## src/rtl/pipeline_hazard_controller_pkg.sv

```systemverilog
// Shared decode constants and types for the SimpleRISC hazard controller.
// Instruction layout: opcode[31:27] imm[26] rd[25:22] rs1[21:18] rs2[17:14].
package pipeline_hazard_controller_pkg;

  localparam logic [4:0] OP_ADD  = 5'd0;
  localparam logic [4:0] OP_SUB  = 5'd1;
  localparam logic [4:0] OP_MUL  = 5'd2;
  localparam logic [4:0] OP_DIV  = 5'd3;
  localparam logic [4:0] OP_MOD  = 5'd4;
  localparam logic [4:0] OP_CMP  = 5'd5;
  localparam logic [4:0] OP_AND  = 5'd6;
  localparam logic [4:0] OP_OR   = 5'd7;
  localparam logic [4:0] OP_NOT  = 5'd8;
  localparam logic [4:0] OP_MOV  = 5'd9;
  localparam logic [4:0] OP_LSL  = 5'd10;
  localparam logic [4:0] OP_LSR  = 5'd11;
  localparam logic [4:0] OP_ASR  = 5'd12;
  localparam logic [4:0] OP_NOP  = 5'd13;
  localparam logic [4:0] OP_LD   = 5'd14;
  localparam logic [4:0] OP_ST   = 5'd15;
  localparam logic [4:0] OP_BEQ  = 5'd16;
  localparam logic [4:0] OP_BGT  = 5'd17;
  localparam logic [4:0] OP_B    = 5'd18;
  localparam logic [4:0] OP_CALL = 5'd19;
  localparam logic [4:0] OP_RET  = 5'd20;

  localparam logic [3:0] RA_REG = 4'd15;

  localparam int OPC_LO  = 27;
  localparam int IMM_BIT = 26;
  localparam int RD_LO   = 22;
  localparam int RS1_LO  = 18;
  localparam int RS2_LO  = 14;

  typedef enum logic {ST_RUN, ST_BUSY} state_t;

  typedef struct packed {
    logic       src1_v;
    logic [3:0] src1;
    logic       src2_v;
    logic [3:0] src2;
    logic       dst_v;
    logic [3:0] dst;
    logic       is_muldiv;
  } dec_t;

endpackage

```

## src/rtl/pipeline_hazard_controller_if.sv

```systemverilog
// Stage instruction/valid inputs and latch control outputs of the hazard controller.
// master = pipeline side, slave = controller side.
interface pipeline_hazard_controller_if #(parameter int CNT_W = 16);
  logic [31:0]      of_IR, ex_IR, ma_IR, rw_IR;
  logic             of_valid, ex_valid, ma_valid, rw_valid;
  logic             is_Branch_Taken;
  logic             pc_hold, if_of_hold, if_of_flush, of_ex_hold;
  logic             of_ex_bubble, ex_ma_bubble, muldiv_busy;
  logic [CNT_W-1:0] stall_cycles, flush_count;

  modport master (
    output of_IR, ex_IR, ma_IR, rw_IR, of_valid, ex_valid, ma_valid, rw_valid, is_Branch_Taken,
    input  pc_hold, if_of_hold, if_of_flush, of_ex_hold, of_ex_bubble, ex_ma_bubble,
           muldiv_busy, stall_cycles, flush_count
  );

  modport slave (
    input  of_IR, ex_IR, ma_IR, rw_IR, of_valid, ex_valid, ma_valid, rw_valid, is_Branch_Taken,
    output pc_hold, if_of_hold, if_of_flush, of_ex_hold, of_ex_bubble, ex_ma_bubble,
           muldiv_busy, stall_cycles, flush_count
  );
endinterface

```

## src/rtl/pipeline_hazard_controller_hazard_reg_decode.sv

```systemverilog
// Register-usage decoder: which registers an instruction reads and writes.
// Pure combinational; validity of the stage is applied by the caller.
module hazard_reg_decode
  import pipeline_hazard_controller_pkg::*;
(
  input  logic [31:0] ir,
  output dec_t        dec
);
  logic [4:0] op;
  logic       imm;
  logic [3:0] rd, rs1, rs2;
  logic       is_alu;
  logic       unused_ir;

  assign op        = ir[OPC_LO +: 5];
  assign imm       = ir[IMM_BIT];
  assign rd        = ir[RD_LO +: 4];
  assign rs1       = ir[RS1_LO +: 4];
  assign rs2       = ir[RS2_LO +: 4];
  assign is_alu    = (op <= OP_ASR);
  assign unused_ir = ^ir[RS2_LO-1:0];

  always_comb begin
    dec           = '0;
    dec.is_muldiv = (op == OP_MUL) || (op == OP_DIV) || (op == OP_MOD);

    // not/mov take only the second operand (register or immediate)
    if ((is_alu && op != OP_NOT && op != OP_MOV) || op == OP_LD || op == OP_ST) begin
      dec.src1_v = 1'b1;
      dec.src1   = rs1;
    end
    if (is_alu && !imm) begin
      dec.src2_v = 1'b1;
      dec.src2   = rs2;
    end
    if (op == OP_ST) begin
      dec.src2_v = 1'b1;
      dec.src2   = rd;
    end
    if (op == OP_RET) begin
      dec.src1_v = 1'b1;
      dec.src1   = RA_REG;
    end

    if ((is_alu && op != OP_CMP) || op == OP_LD) begin
      dec.dst_v = 1'b1;
      dec.dst   = rd;
    end
    if (op == OP_CALL) begin
      dec.dst_v = 1'b1;
      dec.dst   = RA_REG;
    end
  end
endmodule

```

## src/rtl/pipeline_hazard_controller.sv

```systemverilog
// Pipeline interlock: RAW stall, multi-cycle mul/div/mod hold, taken-branch squash,
// plus saturating stall/flush counters. Control outputs are combinational from stage inputs.
module pipeline_hazard_controller
  import pipeline_hazard_controller_pkg::*;
#(
  parameter int MULDIV_LAT = 4,
  parameter int RW_BYPASS  = 1,
  parameter int CNT_W      = 16
) (
  input logic                         clk,
  input logic                         reset,
  pipeline_hazard_controller_if.slave hz
);
  localparam int            BW     = (MULDIV_LAT > 1) ? $clog2(MULDIV_LAT) : 1;
  localparam logic [BW-1:0] LAST   = BW'(MULDIV_LAT - 1);
  localparam logic          RW_CHK = (RW_BYPASS == 0);

  dec_t of_dec, ex_dec, ma_dec, rw_dec;

  hazard_reg_decode u_dec_of (.ir(hz.of_IR), .dec(of_dec));
  hazard_reg_decode u_dec_ex (.ir(hz.ex_IR), .dec(ex_dec));
  hazard_reg_decode u_dec_ma (.ir(hz.ma_IR), .dec(ma_dec));
  hazard_reg_decode u_dec_rw (.ir(hz.rw_IR), .dec(rw_dec));

  logic             unused_dec;
  assign unused_dec = ^{of_dec, ex_dec, ma_dec, rw_dec};

  logic [BW-1:0]    busy_cnt_q, busy_cnt_d;
  state_t           state_q, state_d;
  logic [CNT_W-1:0] stall_cycles_q, stall_cycles_d;
  logic [CNT_W-1:0] flush_count_q, flush_count_d;

  logic raw, muldiv_ex, ex_hold, branch;
  logic pc_hold, if_of_hold, if_of_flush, of_ex_hold, of_ex_bubble, ex_ma_bubble;

  function automatic logic dep(input logic src_v, input logic [3:0] src,
                               input dec_t d, input logic d_vld);
    return src_v & d_vld & d.dst_v & (d.dst == src);
  endfunction

  always_comb begin
    raw = hz.of_valid & (
            dep(of_dec.src1_v, of_dec.src1, ex_dec, hz.ex_valid) |
            dep(of_dec.src1_v, of_dec.src1, ma_dec, hz.ma_valid) |
            (RW_CHK & dep(of_dec.src1_v, of_dec.src1, rw_dec, hz.rw_valid)) |
            dep(of_dec.src2_v, of_dec.src2, ex_dec, hz.ex_valid) |
            dep(of_dec.src2_v, of_dec.src2, ma_dec, hz.ma_valid) |
            (RW_CHK & dep(of_dec.src2_v, of_dec.src2, rw_dec, hz.rw_valid)));
    muldiv_ex = hz.ex_valid & ex_dec.is_muldiv;
    ex_hold   = muldiv_ex & (busy_cnt_q != LAST);
    branch    = hz.is_Branch_Taken;

    pc_hold      = 1'b0;
    if_of_hold   = 1'b0;
    if_of_flush  = 1'b0;
    of_ex_hold   = 1'b0;
    of_ex_bubble = 1'b0;
    ex_ma_bubble = 1'b0;
    if (!reset) begin
      if (branch) begin
        if_of_flush  = 1'b1;
        of_ex_bubble = 1'b1;
      end else if (ex_hold) begin
        pc_hold      = 1'b1;
        if_of_hold   = 1'b1;
        of_ex_hold   = 1'b1;
        ex_ma_bubble = 1'b1;
      end else if (raw) begin
        pc_hold      = 1'b1;
        if_of_hold   = 1'b1;
        of_ex_bubble = 1'b1;
      end
    end

    // A taken branch squashes the op, so the occupancy count restarts.
    busy_cnt_d     = (ex_hold && !branch) ? busy_cnt_q + BW'(1) : '0;
    state_d        = (busy_cnt_d != '0) ? ST_BUSY : ST_RUN;
    stall_cycles_d = stall_cycles_q + CNT_W'(pc_hold && (stall_cycles_q != '1));
    flush_count_d  = flush_count_q + CNT_W'(branch && !reset && (flush_count_q != '1));
  end

  always_ff @(posedge clk or posedge reset) begin
    if (reset) begin
      busy_cnt_q     <= '0;
      state_q        <= ST_RUN;
      stall_cycles_q <= '0;
      flush_count_q  <= '0;
    end else begin
      busy_cnt_q     <= busy_cnt_d;
      state_q        <= state_d;
      stall_cycles_q <= stall_cycles_d;
      flush_count_q  <= flush_count_d;
    end
  end

  assign hz.pc_hold      = pc_hold;
  assign hz.if_of_hold   = if_of_hold;
  assign hz.if_of_flush  = if_of_flush;
  assign hz.of_ex_hold   = of_ex_hold;
  assign hz.of_ex_bubble = of_ex_bubble;
  assign hz.ex_ma_bubble = ex_ma_bubble;
  assign hz.muldiv_busy  = (state_q == ST_BUSY) & ~reset;
  assign hz.stall_cycles = stall_cycles_q;
  assign hz.flush_count  = flush_count_q;
endmodule

```

## src/flat_wrapper.sv

```systemverilog
// flat-port wrapper written by rule: the top's interface ports become plain ports
module pipeline_hazard_controller_flat import pipeline_hazard_controller_pkg::*;
#(
  parameter int MULDIV_LAT = 4,
  parameter int RW_BYPASS  = 1,
  parameter int CNT_W      = 16
)
  (clk, reset, hz_of_IR, hz_ex_IR, hz_ma_IR, hz_rw_IR, hz_of_valid, hz_ex_valid, hz_ma_valid, hz_rw_valid, hz_is_Branch_Taken, hz_pc_hold, hz_if_of_hold, hz_if_of_flush, hz_of_ex_hold, hz_of_ex_bubble, hz_ex_ma_bubble, hz_muldiv_busy, hz_stall_cycles, hz_flush_count);
  pipeline_hazard_controller_if #(.CNT_W(CNT_W)) hz_i ();
  input logic clk;
  input logic reset;
  input wire logic [$bits(hz_i.of_IR)-1:0] hz_of_IR;
  input wire logic [$bits(hz_i.ex_IR)-1:0] hz_ex_IR;
  input wire logic [$bits(hz_i.ma_IR)-1:0] hz_ma_IR;
  input wire logic [$bits(hz_i.rw_IR)-1:0] hz_rw_IR;
  input wire logic [$bits(hz_i.of_valid)-1:0] hz_of_valid;
  input wire logic [$bits(hz_i.ex_valid)-1:0] hz_ex_valid;
  input wire logic [$bits(hz_i.ma_valid)-1:0] hz_ma_valid;
  input wire logic [$bits(hz_i.rw_valid)-1:0] hz_rw_valid;
  input wire logic [$bits(hz_i.is_Branch_Taken)-1:0] hz_is_Branch_Taken;
  output wire logic [$bits(hz_i.pc_hold)-1:0] hz_pc_hold;
  output wire logic [$bits(hz_i.if_of_hold)-1:0] hz_if_of_hold;
  output wire logic [$bits(hz_i.if_of_flush)-1:0] hz_if_of_flush;
  output wire logic [$bits(hz_i.of_ex_hold)-1:0] hz_of_ex_hold;
  output wire logic [$bits(hz_i.of_ex_bubble)-1:0] hz_of_ex_bubble;
  output wire logic [$bits(hz_i.ex_ma_bubble)-1:0] hz_ex_ma_bubble;
  output wire logic [$bits(hz_i.muldiv_busy)-1:0] hz_muldiv_busy;
  output wire logic [$bits(hz_i.stall_cycles)-1:0] hz_stall_cycles;
  output wire logic [$bits(hz_i.flush_count)-1:0] hz_flush_count;
  assign hz_i.of_IR = hz_of_IR;
  assign hz_i.ex_IR = hz_ex_IR;
  assign hz_i.ma_IR = hz_ma_IR;
  assign hz_i.rw_IR = hz_rw_IR;
  assign hz_i.of_valid = hz_of_valid;
  assign hz_i.ex_valid = hz_ex_valid;
  assign hz_i.ma_valid = hz_ma_valid;
  assign hz_i.rw_valid = hz_rw_valid;
  assign hz_i.is_Branch_Taken = hz_is_Branch_Taken;
  assign hz_pc_hold = hz_i.pc_hold;
  assign hz_if_of_hold = hz_i.if_of_hold;
  assign hz_if_of_flush = hz_i.if_of_flush;
  assign hz_of_ex_hold = hz_i.of_ex_hold;
  assign hz_of_ex_bubble = hz_i.of_ex_bubble;
  assign hz_ex_ma_bubble = hz_i.ex_ma_bubble;
  assign hz_muldiv_busy = hz_i.muldiv_busy;
  assign hz_stall_cycles = hz_i.stall_cycles;
  assign hz_flush_count = hz_i.flush_count;
  pipeline_hazard_controller #(.MULDIV_LAT(MULDIV_LAT), .RW_BYPASS(RW_BYPASS), .CNT_W(CNT_W)) u_core (.clk(clk), .reset(reset), .hz(hz_i));
endmodule
```

## config.mk

```make
export PLATFORM = sky130hd
export DESIGN_NAME = pipeline_hazard_controller_flat
export DESIGN_NICKNAME = d
export VERILOG_FILES = /design/src/rtl/pipeline_hazard_controller_pkg.sv /design/src/rtl/pipeline_hazard_controller_if.sv /design/src/rtl/pipeline_hazard_controller_hazard_reg_decode.sv /design/src/rtl/pipeline_hazard_controller.sv /design/src/flat_wrapper.sv
export SDC_FILE = /design/constraint.sdc
export NUM_CORES = 1
export LEC_CHECK = 0
export BUFFER_PORTS_ARGS = -buffer_cell sky130_fd_sc_hd__buf_4
export CAP_MARGIN = 20
export CORE_UTILIZATION = 40
export CTS_BUF_LIST = sky130_fd_sc_hd__clkbuf_4
export CTS_CLUSTER_SIZE = 24
export DETAILED_ROUTE_END_ITERATION = 12
export PLACE_DENSITY_LB_ADDON = 0.1
export SYNTH_ARGS = -nofsm -noshare
export SYNTH_HDL_FRONTEND = slang
export SYNTH_SLANG_ARGS = --single-unit
```

## constraint.sdc

```tcl
create_clock -name clk -period 6.1 [get_ports clk]
set_clock_uncertainty 0.1 [all_clocks]
set_input_delay 1.83 -clock clk [delete_from_list [all_inputs] [get_ports clk]]
set_output_delay 1.83 -clock clk [all_outputs]
set_load 0.1 [all_outputs]
```

==> results_dict.tcl <==
set metrics [dict create \
    layout_commonest_cell "sky130_fd_sc_hd__buf_4" \
    synth_enable_flop_cells 0 \
    detailroute.wirelength.met3_um 324 \
    pin_count_of_the_biggest_net_entering_global_routing 36 \
    post-route-worst-setup-slack_ns 0.0741 \
    worst-r2r-cell-count 11 \
    antenna_found_initial 0 \
    cts-buffers-inserted 5 \
    power_per_cell_area_mw_per_mm2 257 \
    die_height_um 76.7 \
    worst_path_largest_cell_delay_ns 0.49 \
    rsz_0062_raised_after_global_routing "true" \
    cts_buffer_depth 2 \
    seq_area_frac_synth_pct 39.2 \
    clock_latency_late_sink_ns 0.34 \
    criticalPathCategory "in -> out" \
    hold_path.startpoint "u_core.busy_cnt_q[0]" \
    grt.overflow.total 0 \
    mostFrequentLayoutCells "sky130_fd_sc_hd__buf_4, sky130_fd_sc_hd__dfrtp_1, sky130_fd_sc_hd__nand2_1, sky130_fd_sc_hd__xnor2_1, sky130_fd_sc_hd__nor2_1" \
    arrival_ns 4.10 \
    period_minus_slack_ns 6.03 \
    layout.cell_area.non_filler_mm2 0.00319 \
    post_drt_wl_per_cell_um 12.9 \
    clkTransAtPathRegs_ns 0.11 \
    post_synth_xor_area_fraction_pct 14.9 \
    max_cap_viol_count 0 \
    io_pins 174 \
    vias_per_cell 5.07 \
    initial_core_util_pct 42.7 \
    clock.fmax_mhz 166 \
    detail_route.wirelength.met1_um 2440 \
    synth_compound_gate_area_share_pct 14.4 \
    layout-drive-gt1-share_pct 33.7 \
    synth_cells 246 \
    tritoncts_sinks 35 \
    syn_area_mm2 0.00223 \
    yosys-top-cells-area "sky130_fd_sc_hd__dfrtp_1, sky130_fd_sc_hd__xnor2_1, sky130_fd_sc_hd__xor2_1" \
    status "completed" \
    cp-end-kind "output port" \
    crit-reg2reg-capture "u_core.hz.flush_count[14]" \
    floorplan.core_area_mm2 0.00524 \
    detail_route.first_pass.iterations 4 \
    hold-path-cell-count 1 \
    vias_in_the_first_global_route 1931 \
    layout.nets 483 \
    detail_route.iter0.violations 60 \
    final.hold.worst_slack_ns 0.383 \
    preCtsSetupSlack_ns 0.0236 \
    antennaDiodeCount 0 \
    power.static_leakage_nw 1.60 \
    holdBufCountCts 0 \
    layout.core_utilization_pct 60.9 \
    dieWidth_um 76.7 \
    crit_path_cell_trace "buf_8 > o211a_4 > nor3_4 > buf_4 > a22o_1 > xor2_1 > a211o_1 > o41ai_4 > o31ai_4 > a21boi_4 > buf_12" \
    dominant_combinational_cell_family_by_area_after_synthesis "simple AND/OR/NAND/NOR gates" \
    synth.area.mux_share_pct 1.46 \
    floorplan.die_area_mm2 0.00589 \
    num_rows 26 \
    finalCritPeriodShare_pct 98.8 \
    yosys.area.top_type "sky130_fd_sc_hd__dfrtp_1" \
    ys_async_sr_fraction_pct 100 \
    yosys.area_share.adder_pct 2.80 \
    finalMaxSlewViolations 0 \
    cp_max_fo 3 \
    post-dp-hpwl_um 4070 \
    critical_path_required_ns 4.17 \
    hold_violations 0 \
    yosysUniqueCellTypes 45 \
    area_delta_synth_final_pct 42.8 \
    clk_root_buf "sky130_fd_sc_hd__clkbuf_4" \
    track_usage_pct 18.0 \
    max-vdd-ir-drop_uv 314 \
    instances_no_fill 414 \
    crit_path_launch_type "input pin" \
    top_signal_layer_used "met4" \
    hold_class "reg -> reg" \
    drt_wl_total_um 5340 \
    remaining_drc_errors 0 \
    vias 2101 \
    synthesized_flop_and_latch_total 35 \
    i_o_buffers 80 \
    placed_cell_area_mm2 0.00300 \
    worst_r2r_startpoint "u_core.hz.flush_count[7]" \
    post-synth-top-area-fraction_pct 39.2 \
    worst_slew_pin_slew_ns 0.494 \
    synthesis.area_per_instance_um2 9.08 \
    setup.reg_to_reg.worst_slack_ns 3.62 \
    place.gp.congestion 0.800 \
    post-place-cells 402 \
    global_route_wire_length_before_repair_um 8540 \
    setup_viol 0 \
    dominantRegCellSynth "sky130_fd_sc_hd__dfrtp_1" \
    tritoncts "built" \
    htreeDepth 2 \
    crit_slowest_cell "sky130_fd_sc_hd__o41ai_4" \
    timing.slew.headroom_pct 66.7 \
    yosys_warnings 0 \
    yosys.area_share.simple_pct 25.0 \
    synth.net_count 386 \
    wl_met2_um 2520 \
    route.antenna.remaining_nets 0 \
    totalNegativeSetupSlack_ns 0 \
    timing.hold.worst_endpoint "u_core.busy_cnt_q[0]" \
    power_mw 0.821 \
]
logic make-up after synthesis:
| family | after synthesis |
|---|---|
| flops | 35 |
| xor+xnor | 38 |
| simple gates | 109 |
| compound gates | 45 |
| fa+ha+maj | 5 |
| buf+inv | 11 |
| mux | 3 |
state kept, by name (all words and copies together) (netlist names):
name,cells
u_core.state_q,1
u_core.hz.flush_count,16
u_core.busy_cnt_q,2
u_core.hz.stall_cycles,16
Yosys cell counts (2+ instances only):
| master | instances |
|---|---|
| sky130_fd_sc_hd__nor2b_1 | 12 |
| sky130_fd_sc_hd__mux2_2 | 2 |
| sky130_fd_sc_hd__nand3_1 | 15 |
| sky130_fd_sc_hd__inv_1 | 7 |
| sky130_fd_sc_hd__xor2_1 | 13 |
| sky130_fd_sc_hd__nand4_1 | 5 |
| sky130_fd_sc_hd__and3_1 | 8 |
| sky130_fd_sc_hd__or2_2 | 2 |
| sky130_fd_sc_hd__nor4b_1 | 2 |
| sky130_fd_sc_hd__nand2_1 | 26 |
| sky130_fd_sc_hd__o211a_1 | 3 |
| sky130_fd_sc_hd__nor3_1 | 6 |
| sky130_fd_sc_hd__nor2_1 | 21 |
| sky130_fd_sc_hd__nand3b_1 | 3 |
| sky130_fd_sc_hd__buf_4 | 2 |
| sky130_fd_sc_hd__a22o_1 | 6 |
| sky130_fd_sc_hd__dfrtp_1 | 35 |
| sky130_fd_sc_hd__ha_1 | 5 |
| sky130_fd_sc_hd__xnor2_1 | 25 |
| sky130_fd_sc_hd__a21oi_1 | 9 |
| sky130_fd_sc_hd__o21ai_0 | 14 |
| sky130_fd_sc_hd__nand2b_1 | 2 |
cell type report:
type                       instances  area [µm²]
clock inverter                     3        43.8
timing repair buffer              94         749
sequential                        35         876
tap                               70        87.6
fill                             488        2050
clock buffer                       5        37.5
inverter                           7        26.3
multi-input combinational        200        1370
repair_timing:
item                       in CTS  in global routing
gates resized for setup         0                 18
setup endpoints to repair       2                  2
pin swaps                       0                  7
setup buffers                   0                  4
hold endpoints to repair        0                  0
power breakdown:
part	internal (mW)	switching, mW	total, mW
Clock	0.0862	0.0811	0.167
Combinational	0.0943	0.271	0.365
Sequential	0.258	0.0303	0.289
how the worst max path moves through the flow:
| stage | from | to | slack [ns] | cells after the start |
|---|---|---|---|---|
| global route | hz_of_IR[27] | hz_pc_hold | -0.04 | 11 |
| CTS | hz_of_IR[28] | hz_pc_hold | -0.007 | 10 |
| detailed placement | hz_of_IR[28] | hz_pc_hold | 0.02 | 10 |
| global placement | hz_of_IR[28] | hz_pc_hold | -0.0003 | 10 |
| floorplan | hz_of_IR[31] | hz_pc_hold | -0.32 | 9 |
| finish | hz_of_IR[27] | hz_pc_hold | 0.07 | 11 |
worst max-delay path, delay by kind of cell:
kind                   cells  cell delay [ns]
AND/OR/NAND/NOR            1             0.19
XOR/XNOR                   1             0.09
buffers and inverters      3             0.44
AO/OA/AOI/OAI              6             1.53
per-layer routing:
metal	vias up	track usage, %
li1	1057	-
met1	977	22.9
met2	62	29.8
met3	5	4.29
met4	0	5.77
met5	-	0
Note: power is estimated with default switching activity, not from simulation.
